$ cat config.mk
export PLATFORM = sky130hd
export DESIGN_NAME = idma_inst64_ctrl
export DESIGN_NICKNAME = d
export VERILOG_FILES = /design/src/rtl/idma_inst64_ctrl.sv
export SDC_FILE = /design/constraint.sdc
export NUM_CORES = 1
export LEC_CHECK = 0
export CORE_MARGIN = 3
export CORE_UTILIZATION = 45
export CTS_CLUSTER_DIAMETER = 150
export DETAILED_ROUTE_END_ITERATION = 10
export GPL_TIMING_DRIVEN = 0
export PLACE_DENSITY = 0.73
export SYNTH_ARGS = -nofsm -noshare
export SYNTH_HDL_FRONTEND = slang
export SYNTH_SLANG_ARGS = --single-unit
$ cat constraint.sdc
create_clock -name clk_i -period 33.8 [get_ports clk_i]
set_input_delay 6.76 -clock clk_i [delete_from_list [all_inputs] [get_ports clk_i]]
set_output_delay 6.76 -clock clk_i [all_outputs]
set_load 0.02 [all_outputs]
$ cat src/rtl/idma_inst64_ctrl.sv
// Sequencing controller for the iDMA inst64 frontend: decodes DMA instructions, holds the
// transfer configuration, issues one backend job per copy and answers status queries.
// Optional multicast register: define IDMA_INST64_MCAST_EN.
// Encodings (opcode 0101011, funct3 000), by funct7: 0 DMSRC, 1 DMDST, 2 DMCPYI, 3 DMCPY,
// 4 DMSTATI, 5 DMSTAT, 6 DMSTR, 7 DMREP, 8 DMMCAST.
module idma_inst64_ctrl #(
  parameter int unsigned AddrWidth      = 48,
  parameter int unsigned MaxOutstanding = 16
) (
  input  logic                 clk_i,
  input  logic                 rst_i,
  input  logic                 acc_qvalid_i,
  output logic                 acc_qready_o,
  input  logic [31:0]          acc_qinstr_i,
  input  logic [31:0]          acc_qdata_op_a_i,
  input  logic [31:0]          acc_qdata_op_b_i,
  input  logic [4:0]           acc_qid_i,
  output logic                 acc_pvalid_o,
  input  logic                 acc_pready_i,
  output logic [31:0]          acc_pdata_o,
  output logic [4:0]           acc_pid_o,
  output logic                 req_valid_o,
  input  logic                 req_ready_i,
  output logic [AddrWidth-1:0] req_src_o,
  output logic [AddrWidth-1:0] req_dst_o,
  output logic [31:0]          req_len_o,
  output logic [31:0]          req_src_stride_o,
  output logic [31:0]          req_dst_stride_o,
  output logic [31:0]          req_reps_o,
  output logic                 req_2d_o,
  output logic                 req_decouple_o,
  output logic [31:0]          req_mcast_o,
  input  logic                 rsp_valid_i,
  input  logic                 busy_i
);

  localparam logic [31:0] MaxOut    = 32'(MaxOutstanding);
  localparam logic [6:0]  OpcodeDma = 7'b0101011;

  if (AddrWidth <= 32 || AddrWidth > 64) begin : g_bad_addr_width
    $error("AddrWidth must satisfy 32 < AddrWidth <= 64");
  end
  if (MaxOutstanding < 1 || MaxOutstanding > 65536) begin : g_bad_max_outstanding
    $error("MaxOutstanding must lie in 1..65536");
  end

  typedef enum logic [1:0] {IDLE, ISSUE, RESP} state_e;
  typedef enum logic [2:0] {
    OP_NONE, OP_SRC, OP_DST, OP_CPY, OP_STAT, OP_STR, OP_REP, OP_MCAST
  } op_e;

  state_e               state_q, state_d;
  logic [AddrWidth-1:0] src_q, src_d;
  logic [AddrWidth-1:0] dst_q, dst_d;
  logic [31:0]          src_stride_q, src_stride_d;
  logic [31:0]          dst_stride_q, dst_stride_d;
  logic [31:0]          reps_q, reps_d;
  logic [31:0]          len_q, len_d;
  logic                 twod_q, twod_d;
  logic                 decouple_q, decouple_d;
  logic [31:0]          pdata_q, pdata_d;
  logic [4:0]           pid_q, pid_d;
  logic [31:0]          next_id_q, next_id_d;
  logic [31:0]          completed_id_q, completed_id_d;

  logic [6:0]  funct7, opcode;
  logic [4:0]  rs2_f, rs1_f, rd_f;
  logic [2:0]  funct3;
  op_e         op;
  logic        use_imm;
  logic [4:0]  imm5;
  logic [63:0] op_ab;
  logic        acc_hs;
  logic        full;
  logic [31:0] outstanding, outstanding_post;
  logic [31:0] stat_val;

  assign {funct7, rs2_f, rs1_f, funct3, rd_f, opcode} = acc_qinstr_i;
  assign op_ab = {acc_qdata_op_b_i, acc_qdata_op_a_i};

  always_comb begin
    op      = OP_NONE;
    use_imm = 1'b0;
    if (opcode == OpcodeDma && funct3 == 3'b000) begin
      case (funct7)
        7'd0: if (rd_f == 5'd0) op = OP_SRC;
        7'd1: if (rd_f == 5'd0) op = OP_DST;
        7'd2: begin
          op      = OP_CPY;
          use_imm = 1'b1;
        end
        7'd3: op = OP_CPY;
        7'd4: if (rs1_f == 5'd0) begin
          op      = OP_STAT;
          use_imm = 1'b1;
        end
        7'd5: if (rs1_f == 5'd0) op = OP_STAT;
        7'd6: if (rd_f == 5'd0) op = OP_STR;
        7'd7: if (rd_f == 5'd0 && rs2_f == 5'd0) op = OP_REP;
        7'd8: if (rd_f == 5'd0 && rs2_f == 5'd0) op = OP_MCAST;
        default: op = OP_NONE;
      endcase
    end
  end

  assign imm5 = use_imm ? rs2_f : acc_qdata_op_b_i[4:0];

  // Completions are counted only while something is outstanding; a stray pulse is dropped.
  assign outstanding = next_id_q - 32'd1 - completed_id_q;
  assign full        = (outstanding == MaxOut);

  always_comb begin
    completed_id_d = completed_id_q;
    if (rsp_valid_i && outstanding != 32'd0) completed_id_d = completed_id_q + 32'd1;
  end

  // Status answers include a completion arriving in the accepting cycle.
  assign outstanding_post = next_id_q - 32'd1 - completed_id_d;

  always_comb begin
    case (imm5)
      5'd0:    stat_val = completed_id_d;
      5'd1:    stat_val = next_id_q;
      5'd2:    stat_val = {31'd0, busy_i | (outstanding_post != 32'd0)};
      5'd3:    stat_val = {31'd0, outstanding_post == MaxOut};
      default: stat_val = 32'd0;
    endcase
  end

  assign acc_qready_o = (state_q == IDLE) && !(op == OP_CPY && full);
  assign acc_hs       = acc_qvalid_i && acc_qready_o;

  always_comb begin
    state_d      = state_q;
    src_d        = src_q;
    dst_d        = dst_q;
    src_stride_d = src_stride_q;
    dst_stride_d = dst_stride_q;
    reps_d       = reps_q;
    len_d        = len_q;
    twod_d       = twod_q;
    decouple_d   = decouple_q;
    pdata_d      = pdata_q;
    pid_d        = pid_q;
    next_id_d    = next_id_q;
    if (acc_hs) begin
      case (op)
        OP_SRC: src_d = op_ab[AddrWidth-1:0];
        OP_DST: dst_d = op_ab[AddrWidth-1:0];
        OP_STR: begin
          src_stride_d = acc_qdata_op_a_i;
          dst_stride_d = acc_qdata_op_b_i;
        end
        OP_REP: reps_d = acc_qdata_op_a_i;
        OP_CPY: begin
          len_d      = acc_qdata_op_a_i;
          decouple_d = imm5[0];
          twod_d     = imm5[1];
          pid_d      = acc_qid_i;
          state_d    = ISSUE;
        end
        OP_STAT: begin
          pdata_d = stat_val;
          pid_d   = acc_qid_i;
          state_d = RESP;
        end
        default: ;
      endcase
    end
    case (state_q)
      ISSUE: if (req_ready_i) begin
        pdata_d   = next_id_q;
        next_id_d = next_id_q + 32'd1;
        state_d   = RESP;
      end
      RESP: if (acc_pready_i) state_d = IDLE;
      default: ;
    endcase
  end

  always_ff @(posedge clk_i or posedge rst_i) begin
    if (rst_i) begin
      state_q        <= IDLE;
      src_q          <= '0;
      dst_q          <= '0;
      src_stride_q   <= '0;
      dst_stride_q   <= '0;
      reps_q         <= '0;
      len_q          <= '0;
      twod_q         <= 1'b0;
      decouple_q     <= 1'b0;
      pdata_q        <= '0;
      pid_q          <= '0;
      next_id_q      <= 32'd1;
      completed_id_q <= 32'd0;
    end else begin
      state_q        <= state_d;
      src_q          <= src_d;
      dst_q          <= dst_d;
      src_stride_q   <= src_stride_d;
      dst_stride_q   <= dst_stride_d;
      reps_q         <= reps_d;
      len_q          <= len_d;
      twod_q         <= twod_d;
      decouple_q     <= decouple_d;
      pdata_q        <= pdata_d;
      pid_q          <= pid_d;
      next_id_q      <= next_id_d;
      completed_id_q <= completed_id_d;
    end
  end

`ifdef IDMA_INST64_MCAST_EN
  logic [31:0] mcast_q, mcast_d;

  always_comb begin
    mcast_d = mcast_q;
    if (acc_hs && op == OP_MCAST) mcast_d = acc_qdata_op_a_i;
  end

  always_ff @(posedge clk_i or posedge rst_i) begin
    if (rst_i) mcast_q <= '0;
    else       mcast_q <= mcast_d;
  end

  assign req_mcast_o = mcast_q;
`else
  assign req_mcast_o = 32'd0;
`endif

  assign req_valid_o      = (state_q == ISSUE);
  assign req_src_o        = src_q;
  assign req_dst_o        = dst_q;
  assign req_len_o        = len_q;
  assign req_src_stride_o = src_stride_q;
  assign req_dst_stride_o = dst_stride_q;
  assign req_reps_o       = reps_q;
  assign req_2d_o         = twod_q;
  assign req_decouple_o   = decouple_q;
  assign acc_pvalid_o     = (state_q == RESP);
  assign acc_pdata_o      = pdata_q;
  assign acc_pid_o        = pid_q;

  // Upper operand bits beyond the address width and cfg[4:2] carry no meaning.
  logic unused_ok;
  assign unused_ok = ^{op_ab, imm5};

`ifndef SYNTHESIS
  assert property (@(posedge clk_i) disable iff (rst_i) rsp_valid_i |-> (outstanding != 32'd0));
`endif

endmodule

==> results of run 1 <==
[metrics by stage]
| stage | power [µW] | utilization (%) | hold WS (ps) |
|---|---|---|---|
| floorplan | 501 | - | 478 |
| global placement | 547 | 57.5 | 471 |
| detailed placement | 550 | 57.7 | 479 |
| CTS | 935 | 60.7 | 493 |
| global route | 965 | 60.7 | 521 |
| finish | 932 | 60.7 | 485 |
[cell type report]
class / count / area share (%)
Tap cell: 518 / 2.74
Timing Repair Buffer: 376 / 16.1
Multi-Input combinational cell: 1157 / 37.7
Inverter: 90 / 1.46
Clock inverter: 10 / 0.381
Sequential cell: 329 / 34.8
Clock buffer: 53 / 4.46
Buffer: 108 / 2.45
[registers in the layout, summed over array words and instances, names as in the netlist]
register          count
acc_pdata_o          32
acc_pid_o             5
completed_id_q       32
next_id_q            32
req_2d_o              1
req_decouple_o        1
req_dst_o            48
req_dst_stride_o     32
req_len_o            32
req_reps_o           32
req_src_o            48
req_src_stride_o     32
state_q               2
[cell usage in the layout, fill, tap and decap left out, drive strengths merged, types with 5 or more instances in the layout]
master         synthesis  final
ha                    68     68
a21o                  18     18
a22oi                 27     27
o211ai                12     12
nor2                  81     81
nand2b                 7      7
xor2                  37     37
clkinv                 0      8
or3                   11     11
a21oi                 80     80
nand3                 32     32
or4                   12     12
dfrtp                328    328
nor4                  25     25
nor3b                  5      5
inv                   90     91
o21a                  11     11
xnor2                 80     80
nor2b                 18     18
o21ai                 62     62
o22ai                  6      6
buf                   56     59
nor3                  44     44
a211oi                 9      9
and3                  16     16
a22o                   6      6
o2111ai                7      7
and2                  10     10
nand4                 26     26
nand2                 98     98
clkbuf                52    105
mux2i                  8      8
clkdlybuf4s50          0    373
or2                    9      9
mux2                 230    230
conb                   1     32
[path summary, 6_finish.rpt]
path | startpoint | to | cells after the start
worst max-delay path | acc_qinstr_i[15] | acc_qready_o | 9
worst min-delay path | req_decouple_o$_DFFE_PP0P_ | req_decouple_o$_DFFE_PP0P_ | 2
worst max register to register | next_id_q[9]$_DFFE_PP0P_ | acc_pdata_o[0]$_DFF_PP0_ | 35
worst min register to register | req_decouple_o$_DFFE_PP0P_ | req_decouple_o$_DFFE_PP0P_ | 2
max in group asynchronous | rst_i | req_dst_stride_o[22]$_DFFE_PP0P_ | 3
min in group asynchronous | rst_i | acc_pid_o[0]$_DFFE_PP0P_ | 2
[synthesized netlist by cell type (all sizes together), types with 27 or more instances]
cell type  number
nor3           44
buf            56
a21oi          80
xnor2          80
nand3          32
clkbuf         52
dfrtp         328
nor2           81
ha             68
xor2           37
inv            90
mux2          230
a22oi          27
o21ai          62
nand2          98
[power by group through the flow]
stage                     Clock [µW]  Combinational (µW)  Sequential [µW]
after floorplan                    0                89.9              411
after global placement             0                 134              413
after detailed placement           0                 137              412
after CTS                        392                 138              405
after global routing             406                 153              406
final                            386                 140              406
[per-layer routing]
metal | routed length [µm] | global-route usage [%] | share of wire (%)
met5 | 21 | 0 | 0.036
met4 | 1510 | 7.08 | 2.6
met3 | 4200 | 7.94 | 7.1
met2 | 30100 | 48.8 | 51
met1 | 23000 | 32.7 | 39
[worst register-to-register path: cells and delay by family (launching register included)]
family / cells / cell delay [ps]
compound gates: 11 / 3100
xor+xnor: 3 / 710
fa+ha+maj: 2 / 580
buf+inv: 5 / 1050
flops: 1 / 360
simple gates: 14 / 4410
[kinds of logic after synthesis]
logic type | after synthesis | synth area share [%]
compound gates | 293 | 10.9
xor+xnor | 117 | 6.23
flops | 329 | 45.9
other cells | 1 | 0.0209
buf+inv | 198 | 5.11
simple gates | 408 | 12.2
fa+ha+maj | 69 | 4.80
mux | 238 | 14.9
==> out/summary.log, run 1 <==
qor: drt.detailroute.via_count 14600
qor: placement.placement.io_buffers 373
qor: drt.detailed_route_wire_length_per_cell 22.3 µm
qor: die.row_count 72
qor: timing.timing.final.crit_period 16370 ps
qor: power.switching_share 27.3%
qor: timing.relSlewSlack 30.8%
qor: drt.drc 0
qor: final_layout.layout-area-overhead-vs-synth 31.9%
qor: setup_path.worst_path_dominant_cell_family simple AND/OR/NAND/NOR gates
qor: logic_synthesis.syn_area 17900 µm²
qor: final_layout.diode_count 0
qor: logic_synthesis.synth.yosys.seq_area_share 45.9%
qor: logic_synthesis.postSynthCellCount 1653
qor: logic_synthesis.synth_edf_count 0
qor: drt.number_of_detailed_route_iterations_in_the_first_pass 5
qor: logic_synthesis.synth_top_flop_cell dfrtp_1
qor: timing.setup_slack 17430 ps
qor: setup_path.worstSetupPathType in -> out
qor: drt.detailedRoute.firstIterationViolations 949
qor: setup_path.crit_path_buf_inv_count 2
qor: final_layout.count_of_fill_cells_added_during_filler_insertion 3184
qor: timing.worstMarginPinSlew 1030 ps
qor: setup_path.worst_ep_arrival_time 9610 ps
qor: placement.gp_routability_congestion 0.915
qor: logic_synthesis.synth.top_cells.by_area dfrtp_1, mux2_2, ha_1
qor: placement.detailedPlacementHpwl 46000 µm
qor: clock_tree.ctsRootBufferMaster clkbuf_16
qor: drt.routed_wirelength 58900 µm
qor: clock_tree.clkLatencyLatePin 530 ps
qor: final_layout.stdcell_count 2641
qor: clock_tree.cts-hold-fix-buffers 0
qor: power.power_frac_seq 43.5%
qor: timing.setup_viol 0
qor: job.drv.max_cap_violation_count 0
qor: die.die-width 206 µm
qor: power.combinationalPowerShare 15.0%
qor: clock_tree.htreeDepth 2
qor: global_routing.grt_pass1_vias 15000
qor: timing.share_of_the_clock_period_used_by_the_worst_path_after_layout 48.4%
qor: setup_path.timing.critical_path.cells clkdlybuf4s50_1 > or4_1 > nor3_1 > nand3_1 > nand2_1 > a41oi_1 > and3_1 > a21boi_0 > clkdlybuf4s50_1
qor: logic_synthesis.synth_cell_type_count 89
qor: global_routing.grt_use_total 27.5%
qor: global_routing.antenna_found_initial 3
qor: timing.number_of_slew_limit_violations_in_the_final_report 0
qor: final_layout.design.final.nets 2274
qor: clock_tree.cts_tree done
qor: die.die_height 206 µm
qor: power.irDropWorstVdd 0.0000411 V
qor: die.initial_core_util 46.0%
qor: die.die_area 42300 µm²
qor: logic_synthesis.synth_top_area_share 45.7%
qor: clock_tree.post_cts_resized 0
qor: die.floorplan.io_pins 406
qor: power.pd_cells 39.4 nW/µm²
qor: logic_synthesis.async_reset_ff_share 100%
qor: setup_path.worstSetupEndpointType output pin
qor: timing.fmax 61.1 MHz
qor: power.net_switching_power 255 µW
qor: final_layout.multi_input_comb_area 8910 µm²
qor: final_layout.layout.cell_area.non_filler 23700 µm²
qor: setup_path.timing.critical_path.slowest_stage_cell clkdlybuf4s50_1
qor: power.power.internal 677 µW
qor: drt.route.antenna.remaining_nets 0
qor: logic_synthesis.yosys.area.top_type dfrtp_1
qor: logic_synthesis.synth_warnings 0
qor: clock_tree.post-cts-setup-buffer-count 0
qor: placement.dp_cells 2578
qor: clock_tree.cts.sinks 329
qor: setup_path.critical_path_required_time 27040 ps
qor: timing.setup-tns-final 0 ps
qor: global_routing.gr-total-overflow 0
qor: setup_path.setup.reg_to_reg.worst_slack 23520 ps
qor: power.fraction_of_power_consumed_by_the_clock_network 41.5%
qor: setup_path.setup.worst_path.start_class primary input
qor: placement.pre_cts_ws 17550 ps
qor: power.static-leakage-power 0.0112 µW
qor: setup_path.max_stage_delay 670 ps
qor: global_routing.grt_first_pass_wirelength 89600 µm
qor: clock_tree.clkTransAtPathRegs 60 ps
qor: logic_synthesis.synthesis.area_per_instance 10.9 µm²
qor: timing.finClkSkew 11.2 ps
qor: drt.via_per_inst 5.52
qor: die.coreArea 39000 µm²
qor: setup_path.crit_top_cell clkdlybuf4s50_1
qor: placement.placedInstanceArea 22500 µm²
qor: final_layout.ff_latch_area 8230 µm²
qor: outcome.status complete, no violations
qor: global_routing.largest_net_degree_at_the_start_of_global_routing 136
qor: timing.rsz0062_at_grt no
qor: setup_path.critPathMaxFanout 4
qor: clock_tree.cts_inserted_buffers 36
qor: logic_synthesis.synth_seq_cells 329
qor: final_layout.drive_above_1_share 18.5%
qor: hold_path.hold_path_class reg -> reg
qor: timing.timing_hold_violations_final 0
qor: clock_tree.maximum_root_to_sink_buffer_count 3
Power figures use the tool's default switching activity.
==> run 2, diff against run 1 <==
--- a/config.mk
+++ b/config.mk
@@ -10,7 +10,7 @@
 export CTS_CLUSTER_DIAMETER = 150
 export DETAILED_ROUTE_END_ITERATION = 10
 export GPL_TIMING_DRIVEN = 0
-export PLACE_DENSITY = 0.73
+export PLACE_DENSITY = 0.76
 export SYNTH_ARGS = -nofsm -noshare
 export SYNTH_HDL_FRONTEND = slang
 export SYNTH_SLANG_ARGS = --single-unit
==> constraint.sdc (replaced) <==
create_clock -name clk_i -period 14.99 [get_ports clk_i]
set_input_delay 2.998 -clock clk_i [delete_from_list [all_inputs] [get_ports clk_i]]
set_output_delay 2.998 -clock clk_i [all_outputs]
set_load 0.02 [all_outputs]
==> run 2 against run 1 <==
Register-to-register slack lost 19000 ps; power up 130%; sequential power up 120%; wire length down 0.30%; count of clock-buffer cells in the layout fell by 6; design area grew 0.16%; clock power grew 130%; largest power group unchanged.
==> out/summary.log, run 2 (same netlist as run 1, synthesis figures left out) <==
qor: drt.drc 0 [unchanged]
qor: clock_tree.ctsRootBufferMaster clkbuf_16
qor: timing.timing_hold_violations_final 0 [unchanged]
qor: power.pd_cells 90.2 nW/µm² [+130%]
qor: final_layout.design.final.nets 2273 [-0.044%]
qor: setup_path.crit-reg2reg-capture acc_pdata_o[0]$_DFF_PP0_
qor: die.initial_core_util 46.0% [unchanged]
qor: setup_path.worst_path_dominant_cell_family simple AND/OR/NAND/NOR gates
qor: global_routing.use_met2 48.8% [about the same]
qor: setup_path.setup.reg_to_reg.worst_slack 4770 ps [-18750 ps]
qor: global_routing.grt_first_pass_wirelength 89100 µm [-0.62%]
qor: placement.detailedPlacementHpwl 45900 µm [-0.30%]
qor: clock_tree.clkLatencyLatePin 530 ps [about the same]
qor: setup_path.timing.critical_path.slowest_stage_cell nor4_2
qor: drt.detailed_route_wire_length_per_cell 22.3 µm [about the same]
qor: die.row_count 72 [unchanged]
qor: global_routing.gr-max-usage-layer met2
qor: die.floorplan.io_pins 406 [unchanged]
qor: drt.via_per_inst 5.55 [+0.49%]
qor: setup_path.reg2reg_depth 35 [unchanged]
qor: global_routing.largest_net_degree_at_the_start_of_global_routing 118 [-13%]
qor: drt.detailedRoute.firstIterationViolations 1160 [+22%]
qor: timing.worstMarginPinSlew 947 ps [-88.3 ps]
qor: setup_path.critical_path_required_time 15440 ps [-11600 ps]
qor: final_layout.finish.utilization 60.8% [+0.096 points]
qor: global_routing.groute.layer.met1.usage 31.9% [-0.82 points]
qor: die.die-width 206 µm [unchanged]
qor: timing.min_hold_slack 498 ps [+12.8 ps]
qor: clock_tree.post_cts_resized 0 [unchanged]
qor: drt.detailroute.via_count 14600 [+0.23%]
qor: die.die_height 206 µm [unchanged]
qor: timing.relSlewSlack 36.4% [+5.6 points]
qor: global_routing.grt_use_total 27.3% [-0.17 points]
qor: timing.fmax 97.8 MHz
qor: drt.route.antenna.remaining_nets 0 [unchanged]
qor: setup_path.crit_path_buf_inv_count 5 [+3]
qor: clock_tree.maximum_root_to_sink_buffer_count 3 [unchanged]
qor: setup_path.r2r-start next_id_q[9]$_DFFE_PP0P_
qor: setup_path.worst_ep_arrival_time 10680 ps [+1070 ps]
qor: final_layout.layout.cell_area.non_filler 23700 µm² [+0.16%]
qor: clock_tree.htreeDepth 2 [unchanged]
qor: clock_tree.cts.sinks 329 [unchanged]
qor: placement.placement.io_buffers 373 [unchanged]
qor: hold_path.worst_hold_path_cells 2 [unchanged]
qor: clock_tree.post-cts-setup-buffer-count 0 [unchanged]
qor: setup_path.worstSetupEndpointType flip-flop
qor: clock_tree.cts-hold-fix-buffers 0 [unchanged]
qor: placement.placedInstanceArea 22500 µm² [unchanged]
qor: final_layout.drive_above_1_share 18.5% [-0.033 points]
qor: timing.share_of_the_clock_period_used_by_the_worst_path_after_layout 68.2%
qor: setup_path.critPathMaxFanout 10 [+6]
qor: die.coreArea 39000 µm² [unchanged]
qor: setup_path.setup.worst_path.start_class flip-flop
qor: hold_path.hold_path_startpoint req_2d_o$_DFFE_PP0P_
qor: setup_path.max_stage_delay 810 ps [+140 ps]
qor: hold_path.hold-path-endpoint req_2d_o$_DFFE_PP0P_
qor: die.die_area 42300 µm² [unchanged]
qor: timing.finClkSkew 14.1 ps [+2.94 ps]
qor: final_layout.layout.cells.most_common clkdlybuf4s50_1
qor: timing.setup_viol 0 [unchanged]
qor: drt.routed_wirelength 58700 µm [-0.30%]
qor: global_routing.antenna_found_initial 1 [-2]
qor: timing.number_of_slew_limit_violations_in_the_final_report 0 [unchanged]
qor: clock_tree.clkTransAtPathRegs 70 ps [about the same]
qor: global_routing.grt_pass1_vias 15000 [-0.18%]
qor: setup_path.worstSetupPathType reg -> reg
qor: final_layout.diode_count 0 [unchanged]
qor: timing.rsz0062_at_grt no
qor: drt.number_of_detailed_route_iterations_in_the_first_pass 5 [unchanged]
qor: clock_tree.cts_tree done
qor: final_layout.layout_common_cells clkdlybuf4s50_1, dfrtp_1, mux2_2, nand2_1, inv_1
qor: power.static-leakage-power 0.0112 µW [+0.12%]
qor: final_layout.layout-area-overhead-vs-synth 32.1%
qor: global_routing.groute.layer.met3.usage 8.02% [+0.079 points]
qor: timing.timing.final.crit_period 10220 ps
qor: clock_tree.cts_inserted_buffers 35 [-2.8%]
qor: outcome.status complete, no violations
qor: job.drv.max_cap_violation_count 0 [unchanged]
qor: hold_path.hold_path_class reg -> reg
qor: placement.gp_routability_congestion 0.919 [+0.44%]
qor: global_routing.gr-total-overflow 0 [unchanged]
qor: power.irDropWorstVdd 0.000106 V [+160%]
==> run 2: worst min-delay path, stage by stage (launching register included) <==
cell	delay [ps]
dfrtp_1	350
nand2_1	50
o21ai_0	60
==> run 2: worst max-delay path by stage <==
stage | start | endpoint | slack, ps | cells past startpoint
after floorplan | rst_i | acc_pdata_o[0]$_DFF_PP0_ | 2880 | 1
after global placement | rst_i | req_reps_o[10]$_DFFE_PP0P_ | -830 | 2
after detailed placement | next_id_q[7]$_DFFE_PP0P_ | acc_pdata_o[0]$_DFF_PP0_ | 4860 | 35
after CTS | next_id_q[7]$_DFFE_PP0P_ | acc_pdata_o[0]$_DFF_PP0_ | 4850 | 35
after global routing | next_id_q[9]$_DFFE_PP0P_ | acc_pdata_o[0]$_DFF_PP0_ | 3840 | 35
final | next_id_q[9]$_DFFE_PP0P_ | acc_pdata_o[0]$_DFF_PP0_ | 4770 | 35
==> run 2: stage by stage <==
| stage | worst slack [ps] | instances | power (µW) | TNS, ps |
|---|---|---|---|---|
| final | 4770 | 2634 | 2140 | 0 |
| after global routing | 3840 | 2634 | 2220 | 0 |
| after CTS | 4850 | 2634 | 2150 | 0 |
| after detailed placement | 4860 | 2578 | 1240 | 0 |
| after global placement | -832 | 2575 | 1240 | -258420 |
| after floorplan | 2880 | 1684 | 1130 | 0 |
==> run 2: cell type report <==
type / count / area (µm²)
Buffer: 108 / 579
Clock buffer: 47 / 1020
Clock inverter: 9 / 160
Fill cell: 3230 / 15300
Inverter: 90 / 345
Multi-Input combinational cell: 1157 / 8910
Sequential cell: 329 / 8230
Tap cell: 518 / 648
Timing Repair Buffer: 376 / 3800
==> run 2: power by group <==
part	internal [µW]	leakage, µW	switching [µW]
Sequential	902	0.00454	10.9
Clock	546	0.000584	360
Combinational	119	0.00610	201
Total	1570	0.0112	572
==> run 2: routing by layer <==
layer | vias up | share of wire (%)
met5 | - | 0.022
met4 | 2 | 2.7
met3 | 84 | 7.3
met2 | 453 | 52
met1 | 7351 | 38
li1 | 6731 | -
